[src/rtl/FPU_pkg.sv]
// Shared FPU definitions: operation codes, format encodings and the
// single-precision NaN constants used by the sign-injection stage.
package FPU_pkg;

    typedef enum logic [4:0] {
        FPU_OP_ADD   = 5'd0,
        FPU_OP_SUB   = 5'd1,
        FPU_OP_MUL   = 5'd2,
        FPU_OP_DIV   = 5'd3,
        FPU_OP_SQRT  = 5'd4,
        FPU_OP_SGNJ  = 5'd5,
        FPU_OP_SGNJN = 5'd6,
        FPU_OP_SGNJX = 5'd7,
        FPU_OP_MIN   = 5'd8,
        FPU_OP_MAX   = 5'd9,
        FPU_OP_CVT   = 5'd10,
        FPU_OP_CMP   = 5'd11,
        FPU_OP_CLASS = 5'd12
    } fpu_op_e;

    localparam logic [31:0] CANON_NAN_S = 32'h7FC0_0000;
    localparam logic [31:0] NAN_BOX     = 32'hFFFF_FFFF;

    localparam logic FMT_S = 1'b0;
    localparam logic FMT_D = 1'b1;

    function automatic logic is_sgnj_op(input logic [4:0] op);
        return (op == FPU_OP_SGNJ) || (op == FPU_OP_SGNJN) || (op == FPU_OP_SGNJX);
    endfunction

    // Sign chosen by the injection flavour; SGNJ is the fallback for any other code.
    function automatic logic injected_sign(input logic [4:0] op, input logic sa, input logic sb);
        case (op)
            FPU_OP_SGNJN: return ~sb;
            FPU_OP_SGNJX: return sa ^ sb;
            default:      return sb;
        endcase
    endfunction

endpackage

[src/rtl/pipe_stage.sv]
// Single-entry elastic register carrying a result, its tag and a valid bit.
// The stage is loaded whenever the control chain grants it; flush kills the entry.
module pipe_stage #(
    parameter int DATA_W = 32,
    parameter int TAG_W  = 5
) (
    input  logic              clk,
    input  logic              reset,
    input  logic              flush,
    input  logic              load,
    input  logic              in_valid,
    input  logic [DATA_W-1:0] in_data,
    input  logic [TAG_W-1:0]  in_tag,
    output logic              valid,
    output logic [DATA_W-1:0] data,
    output logic [TAG_W-1:0]  tag
);

    // NOTE: sequential state uses non-blocking assignments so every stage samples pre-edge values.
    always_ff @(posedge clk or negedge reset) begin
        if (!reset) begin
            valid <= 1'b0;
        end else if (flush) begin
            valid <= 1'b0;
        end else if (load) begin
            valid <= in_valid;
        end
    end

    // NOTE: payload is reset and only captures real entries, so the result port reads 0 until the first result.
    always_ff @(posedge clk or negedge reset) begin
        if (!reset) begin
            data <= '0;
            tag  <= '0;
        end else if (load && in_valid && !flush) begin
            data <= in_data;
            tag  <= in_tag;
        end
    end

endmodule

[src/rtl/sign_injection_unit.sv]
// FSGNJ/FSGNJN/FSGNJX execution unit: combinational sign injection with
// NaN-boxing checks, followed by an elastic pipeline of STAGES registers.
module sign_injection_unit
    import FPU_pkg::*;
#(
    parameter int FLEN   = 32,
    parameter int STAGES = 1,
    parameter int TAG_W  = 5
) (
    input  logic             clk,
    input  logic             reset,
    input  logic             flush,
    input  logic             valid_in,
    output logic             ready_out,
    output logic             valid_out,
    input  logic             ready_in,
    input  logic [4:0]       op,
    input  logic             fmt,
    input  logic [FLEN-1:0]  a,
    input  logic [FLEN-1:0]  b,
    input  logic [TAG_W-1:0] tag_in,
    output logic [FLEN-1:0]  float_out,
    output logic [TAG_W-1:0] tag_out
);

    logic [FLEN-1:0]  result;
    logic [STAGES-1:0] load;

    // Index 0 is the compute output; index i+1 is the output of stage i.
    logic             stg_valid [STAGES+1];
    logic [FLEN-1:0]  stg_data  [STAGES+1];
    logic [TAG_W-1:0] stg_tag   [STAGES+1];

    if (FLEN == 64) begin : g_dp
        logic [31:0] a_s;
        logic [31:0] b_s;

        always_comb begin
            a_s = (a[63:32] == NAN_BOX) ? a[31:0] : CANON_NAN_S;
            b_s = (b[63:32] == NAN_BOX) ? b[31:0] : CANON_NAN_S;
            if (fmt == FMT_D) begin
                result = {injected_sign(op, a[63], b[63]), a[62:0]};
            end else begin
                result = {NAN_BOX, injected_sign(op, a_s[31], b_s[31]), a_s[30:0]};
            end
        end
    end else begin : g_sp
        // Only the sign of b matters and fmt has no meaning at this width.
        logic unused_sp;
        assign unused_sp = ^{fmt, b[30:0]};
        assign result    = {injected_sign(op, a[31], b[31]), a[30:0]};
    end

    // A stage may load if it or any stage downstream of it is empty, or the sink accepts.
    always_comb begin
        logic can_move;
        can_move = ready_in;
        for (int i = STAGES - 1; i >= 0; i--) begin
            can_move = can_move || !stg_valid[i+1];
            load[i]  = can_move;
        end
    end

    assign stg_valid[0] = valid_in && is_sgnj_op(op);
    assign stg_data[0]  = result;
    assign stg_tag[0]   = tag_in;

    for (genvar i = 0; i < STAGES; i++) begin : g_stage
        pipe_stage #(
            .DATA_W (FLEN),
            .TAG_W  (TAG_W)
        ) u_stage (
            .clk      (clk),
            .reset    (reset),
            .flush    (flush),
            .load     (load[i]),
            .in_valid (stg_valid[i]),
            .in_data  (stg_data[i]),
            .in_tag   (stg_tag[i]),
            .valid    (stg_valid[i+1]),
            .data     (stg_data[i+1]),
            .tag      (stg_tag[i+1])
        );
    end

    assign ready_out = load[0];
    assign valid_out = stg_valid[STAGES];
    assign float_out = stg_data[STAGES];
    assign tag_out   = stg_tag[STAGES];

endmodule

[config.mk]
export PLATFORM = sky130hd
export DESIGN_NAME = sign_injection_unit
export DESIGN_NICKNAME = d
export VERILOG_FILES = /design/src/rtl/FPU_pkg.sv /design/src/rtl/pipe_stage.sv /design/src/rtl/sign_injection_unit.sv
export SDC_FILE = /design/constraint.sdc
export NUM_CORES = 1
export LEC_CHECK = 0
export BUFFER_PORTS_ARGS = -buffer_cell sky130_fd_sc_hd__buf_4
export CAP_MARGIN = 10
export CORE_MARGIN = 1
export CORE_UTILIZATION = 45
export CTS_BUF_LIST = sky130_fd_sc_hd__clkbuf_8
export CTS_CLUSTER_DIAMETER = 200
export DETAILED_ROUTE_END_ITERATION = 10
export GPL_ROUTABILITY_DRIVEN = 0
export HOLD_SLACK_MARGIN = 0.02
export PLACE_DENSITY = 0.95
export REMOVE_ABC_BUFFERS = 1
export SLEW_MARGIN = 20
export SYNTH_ARGS = -nofsm -noshare
export SYNTH_HDL_FRONTEND = slang
export SYNTH_SLANG_ARGS = --single-unit
[constraint.sdc]
create_clock -name clk -period 4.2 [get_ports clk]
set_clock_uncertainty 0.2 [all_clocks]
set_input_delay 0.84 -clock clk [delete_from_list [all_inputs] [get_ports clk]]
set_output_delay 0.84 -clock clk [all_outputs]
set_load 0.01 [all_outputs]
==> results.json <==
{
  "setup_tns_ps": 0,
  "start_kind": "input port",
  "clk_pin_slew_ps": 70,
  "pre_cts_slack_ps": 1180,
  "cts_setup_buffers": 0,
  "layout_commonest_cell": "buf_4",
  "antenna_found_initial": 0,
  "ir_worst_vdd_uv": 220,
  "wire_per_inst_um": 15.8,
  "min_path_type": "in -> async",
  "cts_max_level": 2,
  "rsz0062_at_grt": "no",
  "final_cell_mix": "buf_4, dfrtp_1, mux2_4",
  "place_hpwl_um": 2600,
  "yosys-top-cells-area": "dfrtp_1, mux2_4, mux2_2",
  "ys_ff_latch": 38,
  "syn-instance-count": 90,
  "die_h_um": 62.1,
  "synth-seq-area-share_pct": 58.6,
  "area_delta_synth_final_pct": 44.1,
  "p_int_uw": 807,
  "fp.dieW_um": 62.1,
  "io_buffers": 86,
  "crit_arrival_ps": 2670,
  "synthDominantCellAreaShare_pct": 58.6,
  "ant_nets": 0,
  "swShare_pct": 26.0,
  "finalHoldViolCount": 0,
  "clkSinkCount": 38,
  "pin_count": 119,
  "yosysTopAreaCell": "dfrtp_1",
  "ctsResizeCount": 0,
  "min_period_over_period_pct": 64.6,
  "status": "finished clean",
  "worstRegToRegCells": 3,
  "clock_path_buffers": 2,
  "drc": 0,
  "grtUsageTotal_pct": 18.5,
  "pwr-share-clk_pct": 21.8,
  "max-cap-violations": 0,
  "core_um2": 3390,
  "grt_pass1_wl_um": 4930,
  "fin_crit_ps": 2710,
  "firstDrtPassIters": 4,
  "yosys_warnings": 0,
  "grt.overflow.total": 0,
  "insertion_delay_ps": 270,
  "viasPerCell": 4.85,
  "endpoint_kind": "register",
  "antennaDiodeCount": 0,
  "slew_headroom_pct": 27.8,
  "cts_buffers": 5,
  "initial_core_util_pct": 47.9,
  "nets": 259,
  "leakage_uw": 0.00119,
  "seqPwrFrac_pct": 46.1,
  "worst_slack_ps": 1490,
  "grt_pass1_vias": 1060,
  "design.die.area_um2": 3850,
  "required_ps": 4160,
  "drive_gt1_share_pct": 73.0,
  "synth_area_um2": 1620,
  "power_frac_comb_pct": 32.2,
  "fmax_mhz": 369,
  "setup_viol": 0,
  "slew_violations": 0,
  "power_density_nw_per_um2": 466,
  "synthDistinctLibCells": 15,
  "crit_fanout": 37,
  "wl_um": 3530,
  "worst_slew_pin_slew_ps": 1080,
  "rows": 21,
  "power.switching_uw": 283,
  "drt-initial-drc-count": 31,
  "vias": 1087,
  "grt_max_degree": 39,
  "syn_avg_cell_area_um2": 18.0,
  "path_class": "in -> reg",
  "cts_tree": "built",
  "clock-root-buffer": "clkbuf_8",
  "p_total_uw": 1090,
  "hold_buffers": 0
}
-- Yosys cell counts --
cell	number
o21ai_0	2
nand2b_1	1
a31oi_1	2
mux2_2	7
nor2b_1	1
nand2_1	1
or3_1	1
buf_6	1
and3_1	1
dfrtp_1	38
inv_1	1
nor4b_4	1
mux2_4	29
o21a_1	1
buf_12	3
-- through the flow --
stage / cell area (um^2) / instances / util (%) / hold slack (ps)
5_1_grt: 2340 / 224 / 69.0 / 330
3_5_place_dp: 2260 / 218 / 66.6 / 293
6_report: 2340 / 224 / 69.0 / 312
4_1_cts: 2340 / 224 / 69.0 / 314
3_3_place_gp: 2260 / 218 / 66.6 / 293
2_1_floorplan: 1550 / 86 / - / 344
-- per-layer routing --
layer	global-route usage, %	wire, um	vias up
li1	-	-	491
met1	19.5	1310	532
met2	32.8	1850	57
met3	7.25	304	7
met4	7.30	62	0
met5	0	0	-
-- state kept, by name (all words and copies together) (netlist names) --
| signal | flops |
|---|---|
| g_stage.u_stage.tag | 5 |
| g_stage.u_stage.valid | 1 |
| g_stage.u_stage.data | 32 |
-- power by group through the flow --
stage	clock network [uW]	registers (uW)	logic (uW)
final	237	502	351
after global routing	261	511	377
after CTS	243	502	355
after detailed placement	0	507	351
after global placement	0	499	342
after floorplan	0	542	117
-- worst max-delay path: stages --
cell and delay (ps):
buf_4 120, nor4b_4 310, and3_2 960, mux2_2 420
-- worst paths after layout --
| check | from | end | slack, ps |
|---|---|---|---|
| max | op[4] | g_stage[0].u_stage.data[23] | 1490 |
| max reg2reg | g_stage[0].u_stage.valid | g_stage[0].u_stage.data[23] | 2000 |
| min reg2reg | g_stage[0].u_stage.tag[4] | g_stage[0].u_stage.tag[4] | 310 |
| min | reset | g_stage[0].u_stage.data[1] | 310 |
| min in group clk | g_stage[0].u_stage.tag[4] | g_stage[0].u_stage.tag[4] | 310 |
| max in group asynchronous | reset | g_stage[0].u_stage.data[25] | 3160 |
-- logic make-up after synthesis --
logic type,Yosys count,share of synthesized area (%)
and+or+nand+nor,6,3.24
AOI/OAI and AO/OA,5,1.85
DFF,38,58.6
muxes,36,31.7
buffers and inverters,5,4.63
-- area by class of cell --
type / count / area, um^2
Timing Repair Buffer: 86 / 646
Inverter: 1 / 3.75
Multi-Input combinational cell: 47 / 598
Sequential cell: 38 / 951
Clock buffer: 6 / 82.6
Fill cell: 223 / 1050
Tap cell: 46 / 57.6
No activity file was read; power rests on OpenSTA's default activity.
